[src/rtl/snac_pad_pkg.sv]
// Shared types and constants for the SNAC Mega Drive pad reader: phase
// encoding, DB9 data-line bit positions per TH level, and the button record.
package snac_pad_pkg;

  localparam int NUM_PHASES = 8;

  typedef enum logic [3:0] {
    ST_IDLE,
    ST_PH0,
    ST_PH1,
    ST_PH2,
    ST_PH3,
    ST_PH4,
    ST_PH5,
    ST_PH6,
    ST_PH7,
    ST_COMMIT
  } phase_e;

  // Data-line positions with TH high (first, second and third high phase)
  localparam int D_TH1_UP    = 0;
  localparam int D_TH1_DOWN  = 1;
  localparam int D_TH1_LEFT  = 2;
  localparam int D_TH1_RIGHT = 3;
  localparam int D_TH1_B     = 4;
  localparam int D_TH1_C     = 5;

  // Data-line positions with TH low; D2/D3 are forced low by any real pad
  localparam int D_TH0_ID2   = 2;
  localparam int D_TH0_ID3   = 3;
  localparam int D_TH0_A     = 4;
  localparam int D_TH0_START = 5;

  // Data-line positions in the fourth TH-high phase of a 6-button pad
  localparam int D_6B_Z      = 0;
  localparam int D_6B_Y      = 1;
  localparam int D_6B_X      = 2;
  localparam int D_6B_MODE   = 3;

  typedef struct packed {
    logic z;
    logic y;
    logic x;
    logic mode;
    logic start;
    logic c;
    logic b;
    logic a;
    logic right;
    logic left;
    logic down;
    logic up;
  } buttons_t;

  // Phase that follows a read phase; the last one hands over to COMMIT.
  function automatic phase_e next_phase(input phase_e p);
    case (p)
      ST_PH0:  return ST_PH1;
      ST_PH1:  return ST_PH2;
      ST_PH2:  return ST_PH3;
      ST_PH3:  return ST_PH4;
      ST_PH4:  return ST_PH5;
      ST_PH5:  return ST_PH6;
      ST_PH6:  return ST_PH7;
      ST_PH7:  return ST_COMMIT;
      default: return ST_IDLE;
    endcase
  endfunction

  // TH level driven during a given phase: low on odd read phases only.
  function automatic logic phase_th(input phase_e p);
    case (p)
      ST_PH1, ST_PH3, ST_PH5, ST_PH7: return 1'b0;
      default:                        return 1'b1;
    endcase
  endfunction

endpackage

[src/rtl/pad_sync.sv]
// Two-flop synchronizer for asynchronous pad inputs.
module pad_sync #(
  parameter int DATA_W = 6
) (
  input  logic              clk,
  input  logic [DATA_W-1:0] d_in,
  output logic [DATA_W-1:0] d_out
);

  logic [DATA_W-1:0] meta_q;
  logic [DATA_W-1:0] sync_q;

  // Two-stage capture; data path carries no reset.
  always_ff @(posedge clk) begin
    meta_q <= d_in;
    sync_q <= meta_q;
  end

  assign d_out = sync_q;

endmodule

[src/rtl/snac_pad_reader.sv]
// Console-side Mega Drive 6-button pad reader for a pad on the SNAC DB9 port.
// Walks TH through eight phases, samples the synchronized data lines at the
// end of each phase and publishes decoded active-high buttons atomically.
module snac_pad_reader
  import snac_pad_pkg::*;
#(
  parameter int STEP_CYCLES = 20
) (
  input  logic       CLK,
  input  logic       RESET,
  input  logic       CE,
  input  logic       POLL,
  input  logic [5:0] PAD_D,
  output logic       PAD_TH,
  output logic       PAD_TR,
  output logic       P_UP,
  output logic       P_DOWN,
  output logic       P_LEFT,
  output logic       P_RIGHT,
  output logic       P_A,
  output logic       P_B,
  output logic       P_C,
  output logic       P_START,
  output logic       P_MODE,
  output logic       P_X,
  output logic       P_Y,
  output logic       P_Z,
  output logic       PRESENT,
  output logic       SIX_BTN,
  output logic       BUSY,
  output logic       DONE
);

  localparam logic [7:0] STEP_LAST = 8'(STEP_CYCLES - 1);

  logic [5:0] raw_sync;
  logic [5:0] sd;

  phase_e     state_q, state_d;
  logic [7:0] cnt_q, cnt_d;
  logic       th_q, th_d;
  logic       done_q, done_d;
  buttons_t   btn_q, btn_d;
  logic       present_q, present_d;
  logic       six_btn_q, six_btn_d;

  buttons_t   cap_q, cap_d;
  logic       present_n_q, present_n_d;
  logic       six_n_q, six_n_d;

  pad_sync #(.DATA_W(6)) u_sync (
    .clk   (CLK),
    .d_in  (PAD_D),
    .d_out (raw_sync)
  );

  // Lines are active-low on the wire; flip so 1 means pressed/pulled low.
  assign sd = ~raw_sync;

  // Next-state, phase timing, sampling and commit decode.
  always_comb begin
    state_d     = state_q;
    cnt_d       = cnt_q;
    th_d        = th_q;
    done_d      = 1'b0;
    btn_d       = btn_q;
    present_d   = present_q;
    six_btn_d   = six_btn_q;
    cap_d       = cap_q;
    present_n_d = present_n_q;
    six_n_d     = six_n_q;

    case (state_q)
      ST_IDLE: begin
        th_d = 1'b1;
        if (POLL) begin
          state_d = ST_PH0;
          cnt_d   = 8'd0;
        end
      end

      ST_COMMIT: begin
        state_d = ST_IDLE;
        done_d  = 1'b1;
        btn_d   = cap_q;
        if (!six_n_q) begin
          btn_d.x    = 1'b0;
          btn_d.y    = 1'b0;
          btn_d.z    = 1'b0;
          btn_d.mode = 1'b0;
        end
        if (!present_n_q) begin
          btn_d = '0;
        end
        present_d = present_n_q;
        six_btn_d = present_n_q & six_n_q;
      end

      default: begin
        if (CE) begin
          if (cnt_q == STEP_LAST) begin
            cnt_d   = 8'd0;
            state_d = next_phase(state_q);
            th_d    = phase_th(next_phase(state_q));
            // Sample on the same edge that leaves the phase.
            case (state_q)
              ST_PH0: begin
                cap_d.up    = sd[D_TH1_UP];
                cap_d.down  = sd[D_TH1_DOWN];
                cap_d.left  = sd[D_TH1_LEFT];
                cap_d.right = sd[D_TH1_RIGHT];
                cap_d.b     = sd[D_TH1_B];
                cap_d.c     = sd[D_TH1_C];
              end
              ST_PH1: begin
                cap_d.a     = sd[D_TH0_A];
                cap_d.start = sd[D_TH0_START];
                present_n_d = sd[D_TH0_ID2] & sd[D_TH0_ID3];
              end
              ST_PH5: begin
                // A 6-button pad pulls D0..D3 all low on its third TH-low.
                six_n_d = &sd[3:0];
              end
              ST_PH6: begin
                cap_d.z    = sd[D_6B_Z];
                cap_d.y    = sd[D_6B_Y];
                cap_d.x    = sd[D_6B_X];
                cap_d.mode = sd[D_6B_MODE];
              end
              default: ;
            endcase
          end else begin
            cnt_d = cnt_q + 8'd1;
          end
        end
      end
    endcase
  end

  // Control and published-result registers; reset returns to IDLE with TH high.
  always_ff @(posedge CLK) begin
    if (RESET) begin
      state_q   <= ST_IDLE;
      cnt_q     <= 8'd0;
      th_q      <= 1'b1;
      done_q    <= 1'b0;
      btn_q     <= '0;
      present_q <= 1'b0;
      six_btn_q <= 1'b0;
    end else begin
      state_q   <= state_d;
      cnt_q     <= cnt_d;
      th_q      <= th_d;
      done_q    <= done_d;
      btn_q     <= btn_d;
      present_q <= present_d;
      six_btn_q <= six_btn_d;
    end
  end

  // Per-poll capture registers; always rewritten before COMMIT reads them.
  always_ff @(posedge CLK) begin
    cap_q       <= cap_d;
    present_n_q <= present_n_d;
    six_n_q     <= six_n_d;
  end

  assign PAD_TH  = th_q;
  assign PAD_TR  = 1'b1;
  assign BUSY    = (state_q != ST_IDLE);
  assign DONE    = done_q;
  assign PRESENT = present_q;
  assign SIX_BTN = six_btn_q;

  assign P_UP    = btn_q.up;
  assign P_DOWN  = btn_q.down;
  assign P_LEFT  = btn_q.left;
  assign P_RIGHT = btn_q.right;
  assign P_A     = btn_q.a;
  assign P_B     = btn_q.b;
  assign P_C     = btn_q.c;
  assign P_START = btn_q.start;
  assign P_MODE  = btn_q.mode;
  assign P_X     = btn_q.x;
  assign P_Y     = btn_q.y;
  assign P_Z     = btn_q.z;

endmodule

[config.mk]
export PLATFORM = sky130hd
export DESIGN_NAME = snac_pad_reader
export DESIGN_NICKNAME = d
export VERILOG_FILES = /design/src/rtl/snac_pad_pkg.sv /design/src/rtl/pad_sync.sv /design/src/rtl/snac_pad_reader.sv
export SDC_FILE = /design/constraint.sdc
export NUM_CORES = 1
export LEC_CHECK = 0
export CORE_MARGIN = 5
export CORE_UTILIZATION = 54
export DETAILED_ROUTE_END_ITERATION = 10
export PLACE_DENSITY = 0.83
export SLEW_MARGIN = 20
export SYNTH_ARGS = -nofsm -noshare
export SYNTH_HDL_FRONTEND = slang
export SYNTH_SLANG_ARGS = --single-unit
export TNS_END_PERCENT = 5
[constraint.sdc]
create_clock -name CLK -period 2.5 [get_ports CLK]
set_clock_uncertainty 0.05 [all_clocks]
set_input_delay 0.5 -clock CLK [delete_from_list [all_inputs] [get_ports CLK]]
set_output_delay 0.5 -clock CLK [all_outputs]
set_load 0.01 [all_outputs]
[After elaboration in Yosys (flattened, before gate mapping)]
Memories as Yosys holds them, arrays and structs flattened. A register that Yosys moved wholly into a read port is not among the register bits.
Cells that the tools add are included.
Storage, ports and cells
  flip-flop bits (word level): 54
  output and inout bits: 18
  input bits: 10
  memories kept: 2
  logic and storage cells: 91
  memory bits (read-only): 128
Memory list
  (no name shown): depth 16, bits a word 4, rd ports 1, clocked after memory_dff 1, write ports 0, line snac_pad_pkg.sv:57  | case (p)
  (no name shown): depth 16, bits a word 4, rd ports 1, clocked after memory_dff 1, write ports 0, line snac_pad_pkg.sv:57
Operators by class
  multiplexer cells: 22
  bitwise gates (word level): 5
  $add $sub $neg: 1
  reductions and logical operators: 16
  equality and inequality tests: 11
Operator list (count)
  4-bit two-way mux: 11
  8-bit two-way mux: 3
  4-bit AND reduction: 5
  4-bit by 3-bit == test with 1-bit output (second input constant): 4
  8-bit one-hot mux with 2 select lines: 1
  12-bit two-way mux: 1
  3-bit AND reduction: 3
  8-bit by 1-bit adder with 8-bit output (second input constant): 1
  4-bit by 2-bit == test with 1-bit output (second input constant): 2
  4-bit == test (second input constant): 2
  8-bit by 5-bit == test with 1-bit output (second input constant): 1
  4-bit one-hot mux with 2 select lines: 1
  6-bit inverter: 1
  3-bit nonzero test: 2
  4-bit by 1-bit == test with 1-bit output (second input constant): 1
  4-bit zero test: 1
  1-bit two-way mux: 4
  2-bit nonzero test: 2
  4-bit nonzero test: 1
  4-bit OR reduction: 1
  1-bit bitwise AND: 2
  2-bit inequality test (second input constant): 1
  1-bit inverter: 2
  1-bit one-hot mux with 2 select lines: 1
  2-bit OR reduction: 1

[Depth between registers and ports, before layout]
  depth after elaboration: 10
  mapped depth: 9
  mapped depth without buffers: 9

[Modules after synthesis]
A second synthesis with hierarchy kept.
Unflattened totals
  cell total of the unflattened synthesis: 229
  area total of the unflattened synthesis: 2313.5 µm²
Modules (own cells, without submodules)
  snac_pad_reader: times used 1, area each 2073.2 µm², cells an instance 217, sequential area each 1061.0 µm²
  pad_sync: times used 1, area each 240.2 µm², cells an instance 12, sequential area each 240.2 µm²

[Worst setup path before layout]
No wires, ideal clock.
  path type: register to register
  start: register cnt_q[0]
  end: register (tool-made name)
  slack: 241 ps
  arrival: 2065 ps
  cell stages (with the launch flop): 10
  path through: dfxtp_1 -> ha_1 -> and4bb_2 -> nand3_1 -> nor3b_1 -> a21oi_1 -> or3_1 -> ha_1 -> a21oi_1 -> a22oi_1
RTL lines
  from (decl): line snac_pad_reader.sv:40  | logic [7:0] cnt_q, cnt_d;
  from (signal assigned): line snac_pad_reader.sv:152  | cnt_q <= cnt_d;

==> reports/qor.yml <==
clocking:
  cts_buffers: 9
  ctsHoldBuffers: 0
  clkSinkCount: 58
  cts_tree: "yes"
  htree_levels: 3
  clk_path_buf_depth: 2
  cts.clk_slew.worst_paths_ns: 0.06
  cts-root-buf: "clkbuf_8"
  cts_setup_buffers: 0
  clk_latency_ns: 0.33
synth:
  synthesis.nets: 236
  synth_top_area_share_pct: 39.0
  netlist_area_mm2: 0.00226
  async_reset_ff_share_pct: 0
  post-synth-top-area-cell: "dfxtp_1"
  synth_cells: 221
  synth_mux_area_share_pct: 0
  yosys.area_share.adder_pct: 2.77
  synth.area.top_cells: "dfxtp_1 39%, edfxtp_1 19%, nand2_1 4.2%"
  synth_ff_type: "dfxtp_1"
  ys_ff_latch: 58
  synth.avg_cell_area_um2: 10.2
  synth_edf_count: 14
  synth_xor_xnor_area_share_pct: 2.32
  synth_compound_area_share_pct: 13.6
  yosys.area_share.simple_pct: 19.9
  synth_warnings: 0
  ys_seq_area_share_pct: 57.6
  yosysUniqueCellTypes: 48
  synth_top_family_by_area: "simple AND/OR/NAND/NOR gates"
place:
  port_buffers: 26
  dp_hpwl_um: 3150
  gp_congestion: 0.871
  dpl-instance-area_mm2: 0.00266
die:
  die_w_um: 74.7
  rows: 23
  die_h_um: 74.7
  pin_count: 28
  die_area_mm2: 0.00558
  core_area_mm2: 0.00403
  initial_core_util_pct: 56.1
drt:
  remaining_drc_errors: 0
  vias: 1750
  routedWlPerCell_um: 14.4
  drtIter0Drc: 104
  drt_first_pass_iters: 4
  wirelength_um: 4590
  viasPerCell: 5.49
  ant_nets: 0
global_route:
  antenna_found_initial: 0
  grt_max_degree: 17
  overflow: 0
  track_usage_pct: 18.3
  grt_pass1_vias: 1632
  grt_pass1_wl_um: 7500
setup_path:
  critPathRequiredTime_ns: 2.64
  critPathCaptureType: "flop"
  critPathMaxStageDelay_ns: 0.41
  critPathMaxFanout: 5
  startpoint_type: "flop"
  crit_slowest_cell: "dfxtp_1"
  path_buf_inv: 0
  path_cells: "ha_1 -> and4bb_2 -> nand3_1 -> nor3b_1 -> a21oi_1 -> or3_1 -> ha_1 -> a21oi_1 -> a22oi_1"
  crit_type: "reg2reg"
  cp.arrival_ns: 2.52
  cp_top_family: "simple AND/OR/NAND/NOR gates"
cells_and_area:
  fin_nets: 279
  area_growth_pct: 28.1
  drive_gt1_share_pct: 14.9
  fin_area_mm2: 0.00290
  n_antenna_cell: 0
  post-route-util_pct: 71.9
sta:
  drv_slew: 0
  fin_crit_ns: 2.38
  max_freq_mhz: 420
  setup_viol: 0
  timing.final.crit_share_pct: 95.3
  hold_viol: 0
power:
  ir_drop_mv: 0.509
  finalPower_mw: 2.14
  power_density_mw_per_mm2: 737
  leakagePower_nw: 1.09
job:
  drv_cap: 0
worst_hold_path:
  hp-class: "reg2reg"
outcome:
  status: "complete, no violations"
[sequential cells by signal (all words and copies together), names as in the netlist, 4 cells and up, named ones only]
signal         cells
u_sync.meta_q      6
cnt_q              8
cap_q             12
u_sync.d_out       6
state_q            4
[worst register-to-register path, cell delays in order, from the launching register on]
cell and delay [ns]:
dfxtp_1 0.41, ha_1 0.27, and4bb_2 0.31, nand3_1 0.11
nor3b_1 0.22, a21oi_1 0.11, or3_1 0.35, ha_1 0.20
a21oi_1 0.14, a22oi_1 0.08
[metrics by stage]
stage / hold WS (ns) / instances / setup slack [ns] / setup TNS [ns]
2_1_floorplan: 0.260 / 221 / 0.241 / 0
3_3_place_gp: 0.262 / 303 / -0.115 / -0.399
3_5_place_dp: 0.262 / 303 / -0.188 / -0.752
4_1_cts: 0.277 / 319 / 0.164 / 0
5_1_grt: 0.286 / 319 / -0.0142 / -0.0142
6_report: 0.277 / 319 / 0.116 / 0
[synthesized netlist by cell type (2+ instances only)]
cell       instances
or3_1              2
edfxtp_1          14
a21oi_1           18
o22ai_1            2
clkbuf_1           6
o21ai_0            6
nand4_1            6
o211ai_1           3
nand3_1           13
nand2b_1           3
xor2_1             5
and3_1             2
nor3_1             6
inv_1             12
nor2_1            15
nand2_1           25
ha_1               5
dfxtp_1           44
o2111ai_1          2
nor4_1             3
and2_1             2
[cells in the final DEF, fill, tap and decap left out, types with 2 or more instances in the layout]
cell type        synthesis  final
o2111ai_1                2      2
dfxtp_1                 44     44
nor2_1                  15     15
clkbuf_8                 0      9
nand2_1                 25     25
or3_1                    2      2
bufinv_16                0      3
and3_1                   2      2
inv_1                   12     12
clkbuf_1                 6      2
o21ai_0                  6      6
edfxtp_1                14     14
buf_4                    1     15
nor3_1                   6      5
o22ai_1                  2      2
nand2b_1                 3      3
o211ai_1                 3      3
nand3_1                 13     13
a21oi_1                 18     18
xor2_1                   5      5
nand4_1                  6      6
ha_1                     5      5
clkdlybuf4s50_1          0     26
and2_1                   2      2
nor4_1                   3      3
[worst paths after layout]
path | slack, ns | to | cells past startpoint | start
worst min-delay path | 0.28 | u_sync.d_out[3] | 0 | u_sync.meta_q[3]
worst max-delay path | 0.12 | flop | 9 | cnt_q[1]
worst max register to register | 0.12 | flop | 9 | cnt_q[1]
worst min register to register | 0.28 | u_sync.d_out[3] | 0 | u_sync.meta_q[3]
[cell type report]
type                    count  area [um2]
repair buffers             41         373
fillers                   296        1130
clock inverters             5         103
inverters                  12        45.0
multi-input cells         142         881
clock buffers              11         131
well taps                  50        62.6
flip-flops and latches     58        1300
[kinds of logic (layout without fill, tap and decap cells)]
logic type	count (synthesis)	after routing
XOR/XNOR	6	6
adder cells (fa/ha/maj)	5	5
buffers and inverters	21	69
other	1	1
AO/OA/AOI/OAI	44	44
flip-flops	58	58
AND/OR/NAND/NOR	86	86
[where the power goes]
part           total (mW)  switching, mW  internal (mW)
clock network        1.02          0.355          0.661
logic               0.134         0.0715         0.0625
registers           0.986        0.00926          0.977
[timing repair]
action | 4_1_cts | 5_1_grt
gates resized for setup | 0 | 1
endpoints found under the hold margin | 0 | 0
endpoints found under the setup margin | 0 | 1
[per-layer routing]
metal  vias to the layer above  global-route usage [%]  part of all wire [%]
li1                        867                       -                     -
met1                       825                    23.0                    45
met2                        49                    28.4                    47
met3                         9                    5.61                   6.0
met4                         0                    9.49                   1.8
met5                         -                       0                     0
Note: power is estimated with default switching activity, not from simulation.
